### src/rtl/fifo_write_arbiter.sv
// fifo_write_arbiter: packet-locked round-robin arbiter sharing one FIFO
// write port among NUM_REQ requesters.
//
// Optional feature macro: ARB_BURST_LIMIT_EN
//   defined   - a grant also ends after MAX_BURST transfers, so long packets
//               may interleave with other requesters.
//   undefined - a grant ends only on a transfer flagged last.
//
// The owner's handshake is steered combinationally onto the FIFO port so the
// first word can move in the first BUSY cycle at one word per clock.
module fifo_write_arbiter #(
    parameter int DATA_WIDTH    = 12,
    parameter int NUM_REQ       = 4,
    parameter int LOG2NUM_REQ   = 2,
    parameter int MAX_BURST     = 16,
    parameter int LOG2MAX_BURST = 4
) (
    input  logic                          clk,
    input  logic                          rst,
    input  logic [NUM_REQ*DATA_WIDTH-1:0] req_data,
    input  logic [NUM_REQ-1:0]            req_rts,
    input  logic [NUM_REQ-1:0]            req_last,
    output logic [NUM_REQ-1:0]            req_rtr,
    output logic [DATA_WIDTH-1:0]         fifo_data,
    output logic                          fifo_rts,
    input  logic                          fifo_rtr,
    output logic [LOG2NUM_REQ-1:0]        grant_id,
    output logic                          grant_valid
);

    typedef enum logic [0:0] {
        IDLE = 1'b0,
        BUSY = 1'b1
    } state_t;

    state_t                  state_r;
    logic [LOG2NUM_REQ-1:0]  grant_id_r;
    logic [LOG2NUM_REQ-1:0]  last_winner_r;
    logic [LOG2NUM_REQ-1:0]  pick_s;
    logic [LOG2NUM_REQ-1:0]  cand_s;
    logic                    any_rts_s;
    logic [NUM_REQ-1:0]      sel_s;
    logic                    own_rts_s;
    logic                    own_last_s;
    logic [DATA_WIDTH-1:0]   own_data_s;
    logic                    busy_s;
    logic                    xfc_s;
    logic                    burst_done_s;

    // Round-robin search: scanning from the farthest candidate back to the
    // nearest leaves the first set bit after last_winner as the winner.
    always_comb begin
        pick_s    = {LOG2NUM_REQ{1'b0}};
        cand_s    = {LOG2NUM_REQ{1'b0}};
        any_rts_s = |req_rts;
        for (int k = NUM_REQ; k >= 1; k--) begin
            cand_s = LOG2NUM_REQ'((int'(last_winner_r) + k) % NUM_REQ);
            if (req_rts[cand_s]) begin
                pick_s = cand_s;
            end else begin
                pick_s = pick_s;
            end
        end
    end

    // Select the owner's inputs and drive the FIFO port while BUSY
    always_comb begin
        busy_s     = (state_r == BUSY);
        own_rts_s  = 1'b0;
        own_last_s = 1'b0;
        own_data_s = {DATA_WIDTH{1'b0}};
        sel_s      = {NUM_REQ{1'b0}};
        req_rtr    = {NUM_REQ{1'b0}};
        for (int i = 0; i < NUM_REQ; i++) begin
            sel_s[i]   = (grant_id_r == LOG2NUM_REQ'(i));
            own_rts_s  = own_rts_s  | (sel_s[i] & req_rts[i]);
            own_last_s = own_last_s | (sel_s[i] & req_last[i]);
            own_data_s = own_data_s
                       | ({DATA_WIDTH{sel_s[i]}} & req_data[i*DATA_WIDTH +: DATA_WIDTH]);
            req_rtr[i] = busy_s & sel_s[i] & fifo_rtr;
        end
        fifo_rts    = busy_s & own_rts_s;
        fifo_data   = {DATA_WIDTH{busy_s}} & own_data_s;
        xfc_s       = fifo_rts & fifo_rtr;
        grant_valid = busy_s;
        grant_id    = grant_id_r;
    end

`ifdef ARB_BURST_LIMIT_EN
    logic [LOG2MAX_BURST:0] beat_cnt_r;

    // Beat counter: held at zero in IDLE so it starts clean on entry to BUSY
    always_ff @(posedge clk or posedge rst) begin
        if (rst) begin
            beat_cnt_r <= {(LOG2MAX_BURST+1){1'b0}};
        end else if (state_r == IDLE) begin
            beat_cnt_r <= {(LOG2MAX_BURST+1){1'b0}};
        end else if (xfc_s) begin
            beat_cnt_r <= beat_cnt_r + {{LOG2MAX_BURST{1'b0}}, 1'b1};
        end else begin
            beat_cnt_r <= beat_cnt_r;
        end
    end

    // This transfer is the one that brings the count to MAX_BURST
    always_comb begin
        burst_done_s = xfc_s && (beat_cnt_r == (LOG2MAX_BURST+1)'(MAX_BURST - 1));
    end
`else
    // Without the burst limit only the last flag ends a grant
    always_comb begin
        burst_done_s = 1'b0;
    end
`endif

    // Arbitration FSM: grant in IDLE, hold the grant until the packet ends
    always_ff @(posedge clk or posedge rst) begin
        if (rst) begin
            state_r       <= IDLE;
            grant_id_r    <= {LOG2NUM_REQ{1'b0}};
            last_winner_r <= LOG2NUM_REQ'(NUM_REQ - 1);
        end else begin
            case (state_r)
                IDLE: begin
                    if (any_rts_s) begin
                        grant_id_r <= pick_s;
                        state_r    <= BUSY;
                    end else begin
                        state_r    <= IDLE;
                    end
                end
                BUSY: begin
                    if (xfc_s && (own_last_s || burst_done_s)) begin
                        last_winner_r <= grant_id_r;
                        state_r       <= IDLE;
                    end else begin
                        state_r       <= BUSY;
                    end
                end
                default: begin
                    state_r <= IDLE;
                end
            endcase
        end
    end

endmodule

### config.mk
export PLATFORM = sky130hd
export DESIGN_NAME = fifo_write_arbiter
export DESIGN_NICKNAME = d
export VERILOG_FILES = /design/src/rtl/fifo_write_arbiter.sv
export SDC_FILE = /design/constraint.sdc
export NUM_CORES = 1
export LEC_CHECK = 0
export BUFFER_PORTS_ARGS = -buffer_cell sky130_fd_sc_hd__clkbuf_2
export CORE_MARGIN = 3
export CORE_UTILIZATION = 35
export CTS_CLUSTER_DIAMETER = 60
export DETAILED_ROUTE_END_ITERATION = 8
export PLACE_DENSITY = 0.82
export SLEW_MARGIN = 20
export SYNTH_ARGS = -nofsm -noshare
export SYNTH_HDL_FRONTEND = slang
export SYNTH_SLANG_ARGS = --single-unit
### constraint.sdc
create_clock -name clk -period 1.5 [get_ports clk]
set_input_delay 0 -clock clk [delete_from_list [all_inputs] [get_ports clk]]
set_output_delay 0 -clock clk [all_outputs]
set_load 0.01 [all_outputs]
# Word level (Yosys, flattened, before mapping)
# Cells that the tools add are included.
[word_totals]
ff_bits = 5
latch_bits = 0
ram_bits = 0
romBits = 0
in_bits = 59
elab_cells = 67
n_memories = 0
[classes]
n_addsub = 4
mul = 0
div = 0
n_lt_le_gt_ge = 4
eq_ne = 3
shift = 0
muxes = 15
bitwise_logic = 33
reduce_logical = 5
[ops]
columns = ["op", "n"]
rows = [
  ["12-bit AND", 5],
  ["12-bit bitwise OR", 3],
  ["1-bit AND", 18],
  ["2-bit by 3-bit < comparator with 1-bit output (second input constant)", 4],
  ["1-bit binary-select mux with 2-bit select", 4],
  ["2-bit two-way mux", 4],
  ["1-bit two-way mux", 6],
  ["1-bit bitwise OR", 6],
  ["2-bit by 1-bit adder with 2-bit output (second input constant)", 2],
  ["2-bit adder (second input constant)", 2],
  ["2-bit equality test (second input constant)", 2],
  ["2-bit AND reduction", 2],
  ["4-bit OR reduction", 1],
  ["2-bit by 1-bit equality test with 1-bit output (second input constant)", 1],
  ["2-bit logical NOT", 1],
  ["1-bit one-hot mux with 2 select lines", 1],
  ["1-bit logical AND", 1],
  ["1-bit NOT", 1],
]

# Longest topological paths before layout
# Gate-level depths: netlist of run 1.
[logic_depth]
word_depth = 10
mapped_depth = 5
ltp_nobuf = 4

# Worst setup path before layout of run 1
# Ideal clock, no wire load.
[synth_path]
kind = "register to register"
startpoint = "register grant_id_r[0], in the netlist grant_id[0]"
endpoint = "register last_winner_r[0]"
setup_ps = 75
t_arrival_ps = 1234
required_time_ps = 1425
slack_ps = 191
stages_incl_launch_ff = 6
path_buffers = 1
path_cell_list = "dfrtp_1 > buf_6 > mux2i_1 > nor3_2 > nor2_1 > mux2i_1"
[synth_via]
elab_chain_cells = 9
[synth_lines]
columns = ["item", "line_no", "text"]
rows = [
  ["start, declared", "37", "logic [LOG2NUM_REQ-1:0] grant_id_r;"],
  ["start signal, assigned", "120", "grant_id_r <= {LOG2NUM_REQ{1'b0}};"],
  ["start signal, assigned", "126", "grant_id_r <= pick_s;"],
  ["2-bit by 1-bit equality test with 1-bit output / 2-bit logical NOT (equally long branches)", "75", "sel_s[i] = (grant_id_r == LOG2NUM_REQ'(i));"],
  ["1-bit AND", "76", "own_rts_s = own_rts_s | (sel_s[i] & req_rts[i]);"],
  ["1-bit bitwise OR (3 in series)", "76", ""],
  ["1-bit AND", "82", "fifo_rts = busy_s & own_rts_s;"],
  ["1-bit AND", "84", "xfc_s = fifo_rts & fifo_rtr;"],
  ["1-bit logical AND", "133", "if (xfc_s && (own_last_s || burst_done_s)) begin"],
  ["2-bit AND reduction (no line)", "--", ""],
  ["end signal, assigned", "121", "last_winner_r <= LOG2NUM_REQ'(NUM_REQ - 1);"],
  ["end signal, assigned", "134", "last_winner_r <= grant_id_r;"],
  ["end, declared", "38", "logic [LOG2NUM_REQ-1:0] last_winner_r;"],
]
# Several ways; a longest one is shown, not always the timed one.
# A chain may end at the register's enable or synchronous reset.

# Final worst setup path of run 1
[layout_path]
startpoint = "register grant_id_r[0], in the netlist grant_id[0]"
endpoint = "output port fifo_data[10]"
[layout_via]
elab_chain_cells = 6
[layout_lines]
columns = ["item", "line_no", "text"]
rows = [
  ["2-bit by 1-bit equality test with 1-bit output / 2-bit logical NOT (equally long branches)", "75", ""],
  ["12-bit AND", "79", "| ({DATA_WIDTH{sel_s[i]}} & req_data[i*DATA_WIDTH +: DATA_WIDTH]);"],
  ["12-bit bitwise OR (2 in series)", "79", ""],
  ["12-bit bitwise OR (*)", "79", ""],
  ["12-bit AND (*)", "83", "fifo_data = {DATA_WIDTH{busy_s}} & own_data_s;"],
  ["end, declared", "24", "output logic [DATA_WIDTH-1:0] fifo_data,"],
]
# Mark *: on every way between the ends. The rest lies on a longest branch, timed or not.

==> impl_metrics.env, run 1 <==
export IMPL_slew_headroom_pct=80.87
export IMPL_layout_drive_gt1_share_pct=74.05
export IMPL_firstDrtPassIters=4
export IMPL_ys_seq_area_share_pct=16.83
export IMPL_grt_antenna_before_repair=0
export IMPL_mappedNetlistArea_um2=758.2
export IMPL_fin_setup_tns_ns=-0.6114
export IMPL_syn_num_nets=131
export IMPL_layout_setup_ws_ns=-0.07421
export IMPL_r2r_start="grant_id[0]$_DFFE_PP0P_"
export IMPL_numCtsBuffers=3
export IMPL_worst_pin_slew_ns=0.2870
export IMPL_crit_path_start="grant_id[0]$_DFFE_PP0P_"
export IMPL_io_pins=79
export IMPL_vias_per_cell=5.162
export IMPL_avgSynthCellArea_um2=10.53
export IMPL_ir_worst_vdd_mv=0.8830
export IMPL_min_period_over_period_pct=104.9
export IMPL_status="finished, violations left"
export IMPL_final_hold_viol_count=0
export IMPL_routed_wl_mm=2.721
export IMPL_cp_end_kind="primary output"
export IMPL_cts_clk_slew_worst_paths_ns=0.05
export IMPL_final_cell_mix="clkbuf_2, mux4_2, and2_1, buf_6"
export IMPL_clock_root_buffer="clkbuf_4"
export IMPL_rr_worst_depth=5
export IMPL_critPathKind="register to primary output"
export IMPL_overflow=0
export IMPL_die_h_um=52.55
export IMPL_cellLeakagePower_nw=0.6834
export IMPL_start_util_pct=37.87
export IMPL_final_nets=218
export IMPL_grt_max_degree=14
export IMPL_grt_pass1_vias=871
export IMPL_antenna_cells=0
export IMPL_htree_levels=1
export IMPL_chipWidth_um=52.55
export IMPL_core_um2=2002
export IMPL_track_usage_pct=19.21
export IMPL_period_needed_ns=1.574
export IMPL_vias=955
export IMPL_max_freq_ghz=0.6352
export IMPL_synthToLayoutAreaGrowth_pct=74.75
export IMPL_hpwl_mm=2.346
export IMPL_port_buffers=78
export IMPL_worstSetupStartpointType="register"
export IMPL_skew_ns=0.006780
export IMPL_drv_cap=0
export IMPL_place_inst=178
export IMPL_drt_initial_drc_count=11
export IMPL_required_ns=1.50
export IMPL_instances_no_fill=185
export IMPL_synthCells=72
export IMPL_ys_seq_elements=5
export IMPL_yosys_warnings=0
export IMPL_wl_per_cell_um=14.71
export IMPL_setup_viol=12
export IMPL_cp_arrival_ns=1.57
export IMPL_cp_max_fo=7
export IMPL_cts_tree="yes"
export IMPL_final_common_cell="clkbuf_2"
export IMPL_min_path_type="primary input to async pin"
export IMPL_p_total_mw=2.366
export IMPL_cts_sinks=5
export IMPL_cts_buffer_depth=2
export IMPL_crit_end="fifo_data[10]"
export IMPL_r2r_slack_ns=0.12
export IMPL_yosysUniqueCellTypes=24
export IMPL_rsz0062_at_grt="yes"
export IMPL_grt_pass1_wl_mm=3.815
export IMPL_power_density_nw_per_um2=1786
export IMPL_violations="negative setup slack"
export IMPL_detail_route_antenna_nets=0
export IMPL_worstSkewPairLatency_ns=0.25
export IMPL_die_area_um2=2761
export IMPL_worst_r2r_endpoint="last_winner_r[0]$_DFFE_PP1P_"
export IMPL_slew_violations=0
export IMPL_place_congestion=0.8782
export IMPL_remaining_drc_errors=0
export IMPL_rows=16
-- state kept, by name, summed over array words and instances (netlist names) --
register / cells
grant_valid: 1
last_winner_r: 2
grant_id: 2
-- cell type report --
| cell class | instances | area [um2] |
|---|---|---|
| sequential | 5 | 128.9 |
| fill | 161 | 676.9 |
| inverter | 4 | 15.01 |
| multi-input combinational | 58 | 621.8 |
| tap | 27 | 33.78 |
| timing repair buffer | 87 | 499.2 |
| clock buffer | 4 | 26.28 |
-- Yosys cell counts --
cell type	count	area, um2
a21boi_0	1	7.510
a21oi_1	3	15.01
a311oi_1	1	8.760
and2_1	13	81.33
buf_2	2	10.01
buf_6	2	22.52
clkbuf_1	1	3.750
dfrtp_1	3	75.07
dfstp_2	2	52.55
inv_1	4	15.01
mux2_2	2	22.52
mux2i_1	6	60.06
mux4_2	12	270.3
nand2_1	2	7.510
nand2b_1	2	12.51
nand3_1	1	5.000
nand3b_1	1	7.510
nor2_1	7	26.28
nor2b_1	1	6.260
nor3_2	2	20.02
o21a_1	1	7.510
o21ai_0	1	5.000
o21bai_1	1	7.510
o221ai_1	1	8.760
-- timing repair --
item,CTS,global route
hold buffers,1,0
pin swaps,10,1
endpoints found under the setup margin,13,14
buffers inserted,2,0
gates resized for setup,9,16
endpoints found under the hold margin,5,0
-- per-stage QoR --
stage	cell area, um2	worst slack [ns]	util [%]	hold slack (ns)
after floorplan	758.2	0.1907	-	-0.2229
after global placement	1191	0.1751	59.50	-0.1075
after detailed placement	1191	0.1187	59.50	-0.09513
after CTS	1281	-0.07960	64.00	0.1877
after global routing	1325	-0.1505	66.19	0.1931
final	1325	-0.07421	66.19	0.1917
-- logic make-up after synthesis --
logic type / after synthesis / share of synthesized area (%)
AO/OA/AOI/OAI: 9 / 7.921
AND/OR/NAND/NOR: 29 / 21.95
buffers and inverters: 9 / 6.764
flip-flops: 5 / 16.83
multiplexers: 20 / 46.53
-- worst min-delay path by stage --
stage	depth (start not counted)	endpoint	from
after global routing	3	grant_id[0]$_DFFE_PP0P_	rst
final	3	grant_id[0]$_DFFE_PP0P_	rst
after CTS	3	grant_id[0]$_DFFE_PP0P_	rst
after global placement	2	grant_id[1]$_DFFE_PP0P_	rst
after detailed placement	2	grant_id[1]$_DFFE_PP0P_	rst
after floorplan	1	grant_id[0]$_DFFE_PP0P_	rst
-- per-layer routing --
metal  share of wire, %  vias up  GRT usage (%)
li1                   -      445              -
met3                 11        8          4.274
met4                1.3        0          8.511
met5                  0        -              0
met2                 55       63          37.60
met1                 33      439          18.62
-- critical path, stage by stage (launching register included) --
cell and delay, ns:
dfrtp_1 0.39, buf_6 0.16, mux4_2 0.50, and2_4 0.15, clkbuf_2 0.12
-- power by group --
group | total, mW | switching (mW) | internal, mW
logic | 1.90 | 0.787 | 1.11
registers | 0.308 | 0.0817 | 0.227
clock network | 0.159 | 0.0586 | 0.101
total | 2.37 | 0.927 | 1.44
(Power assumes the default switching activity.)
==> run 2, diff against run 1 <==
--- a/config.mk
+++ b/config.mk
@@ -11,6 +11,7 @@
 export CTS_CLUSTER_DIAMETER = 60
 export DETAILED_ROUTE_END_ITERATION = 8
 export PLACE_DENSITY = 0.82
+export SETUP_SLACK_MARGIN = 0.05
 export SLEW_MARGIN = 20
 export SYNTH_ARGS = -nofsm -noshare
 export SYNTH_HDL_FRONTEND = slang
==> run 2 against run 1 <==
Compared with the run above:
- the run still ends with negative setup slack left
- die area stayed put
- first-iteration DRC count up 45%
- wire length is 3.7% higher
- clock power is essentially flat
==> impl_metrics.env, run 2 (synthesis gave the netlist of run 1 again) <==
export IMPL_final_hold_viol_count=0
export IMPL_violations="negative setup slack"
export IMPL_io_pins=79
export IMPL_core_um2=2002
export IMPL_cp_arrival_ns=1.58
export IMPL_status="finished, violations left"
export IMPL_skew_ns=0.007147
export IMPL_final_core_utilization_pct=67.13
export IMPL_start_util_pct=37.87
export IMPL_antenna_cells=0
export IMPL_overflow=0
export IMPL_max_freq_ghz=0.6315
export IMPL_cp_top_family="multiplexers"
export IMPL_synthToLayoutAreaGrowth_pct=77.23
export IMPL_final_common_cell="clkbuf_2"
export IMPL_cts_tree="yes"
export IMPL_place_congestion=0.8782
export IMPL_slew_headroom_pct=80.99
export IMPL_min_path_type="primary input to async pin"
export IMPL_power_switching_uw=944.4
export IMPL_cts_clk_slew_worst_paths_ns=0.05
export IMPL_clock_root_buffer="clkbuf_4"
export IMPL_r2r_start="grant_id[0]$_DFFE_PP0P_"
export IMPL_ir_worst_vdd_mv=0.9389
export IMPL_grt_max_degree=14
export IMPL_layout_drive_gt1_share_pct=75.32
export IMPL_chipWidth_um=52.55
export IMPL_whs_ns=0.1947
export IMPL_min_period_over_period_pct=105.6
export IMPL_die_area_um2=2761
export IMPL_required_ns=1.50
export IMPL_htree_levels=1
export IMPL_wl_per_cell_um=15.26
export IMPL_hpwl_mm=2.346
export IMPL_pwr_share_seq_pct=12.7
export IMPL_setup_viol=12
export IMPL_final_cell_mix="clkbuf_2, mux4_2, buf_6"
export IMPL_routed_wl_mm=2.823
export IMPL_place_inst=178
export IMPL_grt_pass1_wl_mm=3.843
export IMPL_drt_initial_drc_count=16
export IMPL_pre_cts_ws_ns=0.1187
export IMPL_detail_route_antenna_nets=0
export IMPL_r2r_slack_ns=0.11
export IMPL_worstSkewPairLatency_ns=0.25
export IMPL_track_usage_pct=19.39
export IMPL_cp_max_fo=7
export IMPL_port_buffers=78
export IMPL_cts_buffer_depth=2
export IMPL_worst_pin_slew_ns=0.2851
export IMPL_max_stage_delay_ns=0.51
export IMPL_layout_setup_ws_ns=-0.08347
export IMPL_intPower_mw=1.493
export IMPL_path_cells="buf_6 > mux4_2 > and2_4 > buf_6"
export IMPL_rows=16
export IMPL_crit_top_cell="buf_6"
export IMPL_instances_no_fill=185
export IMPL_vias=955
export IMPL_cts_sinks=5
export IMPL_p_total_mw=2.438
export IMPL_rr_worst_depth=5
export IMPL_grt_antenna_before_repair=0
export IMPL_rsz0062_at_grt="yes"
export IMPL_grt_pass1_vias=876
export IMPL_slew_violations=0
export IMPL_pwr_share_clk_pct=6.5
export IMPL_cellLeakagePower_nw=0.6878
export IMPL_remaining_drc_errors=0
export IMPL_period_needed_ns=1.583
export IMPL_final_nets=218
export IMPL_crit_path_top_delay_cell="mux4_2"
export IMPL_cp_end_kind="primary output"
export IMPL_critPathKind="register to primary output"
export IMPL_p_sw_share_pct=38.74
export IMPL_firstDrtPassIters=5
export IMPL_worstSetupStartpointType="register"
export IMPL_power_density_nw_per_um2=1814
export IMPL_vias_per_cell=5.162
export IMPL_drv_cap=0
export IMPL_die_h_um=52.55
export IMPL_combPwrFrac_pct=80.7
export IMPL_cp_num_buf_inv=2
export IMPL_worst_r2r_endpoint="last_winner_r[0]$_DFFE_PP1P_"
export IMPL_numCtsBuffers=3
==> run 2: cell types whose count changed in the layout (fill, tap and decap cells not counted) <==
cell | previous run | this run
clkbuf_2 | 72 | 69
buf_6 | 7 | 9
and2_1 | 7 | 6
and2_4 | 6 | 7
buf_2 | 1 | 2
mux2i_1 | 4 | 3
mux2i_2 | 0 | 1
==> run 2: power by group through the flow <==
stage	clock, mW	combinational [mW]	sequential [mW]
5_1_grt	0.180	2.11	0.316
3_5_place_dp	0	1.59	0.316
4_1_cts	0.167	1.78	0.307
2_1_floorplan	0	1.09	0.295
3_3_place_gp	0	1.55	0.311
6_report	0.159	1.97	0.311
==> run 2: through the flow <==
| step | TNS, ns | area (um2) |
|---|---|---|
| 2_1_floorplan | 0 | 758.2 |
| 3_3_place_gp | 0 | 1191 |
| 3_5_place_dp | 0 | 1191 |
| 4_1_cts | -0.7729 | 1295 |
| 5_1_grt | -1.592 | 1344 |
| 6_report | -0.7417 | 1344 |
==> run 2: cell type report <==
type / instances / area, um2
Multi-Input combinational cell: 58 / 628.1
Timing Repair Buffer: 87 / 511.7
Inverter: 4 / 15.01
Clock buffer: 4 / 26.28
Sequential cell: 5 / 128.9
Fill cell: 150 / 658.1
Tap cell: 27 / 33.78
==> run 2: worst reg2reg max path, stage by stage, from the launching register on <==
cell	delay [ns]
dfrtp_1	0.39
buf_4	0.22
mux2i_4	0.27
nor3_2	0.08
nor2_2	0.15
mux2i_1	0.20
==> run 2: how the worst max path moves through the flow <==
stage                                    to                     from  cells past startpoint
4_1_cts                       fifo_data[10]  grant_id[0]$_DFFE_PP0P_                      4
5_1_grt                        fifo_data[5]  grant_id[0]$_DFFE_PP0P_                      4
6_report                      fifo_data[10]  grant_id[0]$_DFFE_PP0P_                      4
3_5_place_dp   last_winner_r[0]$_DFFE_PP1P_  grant_id[0]$_DFFE_PP0P_                      5
2_1_floorplan  last_winner_r[0]$_DFFE_PP1P_  grant_id[0]$_DFFE_PP0P_                      5
3_3_place_gp                  fifo_data[11]  grant_id[0]$_DFFE_PP0P_                      4
==> run 2: routing by layer <==
| layer | GRT usage (%) | up-vias | routed length, um |
|---|---|---|---|
| met5 | 0 | - | 0 |
| met4 | 8.511 | 0 | 23 |
| met3 | 4.274 | 4 | 305 |
| met2 | 38.02 | 55 | 1554 |
| met1 | 18.79 | 448 | 939 |
| li1 | - | 448 | - |
==> run 2: repair_timing <==
item                                    in CTS  in global routing
hold endpoints to repair                     5                  0
pin swaps                                   10                  3
hold buffers                                 1                  0
endpoints found under the setup margin      13                 15
resized for setup                           11                 22
cloned                                       0                  0
buffers inserted                             3                  0
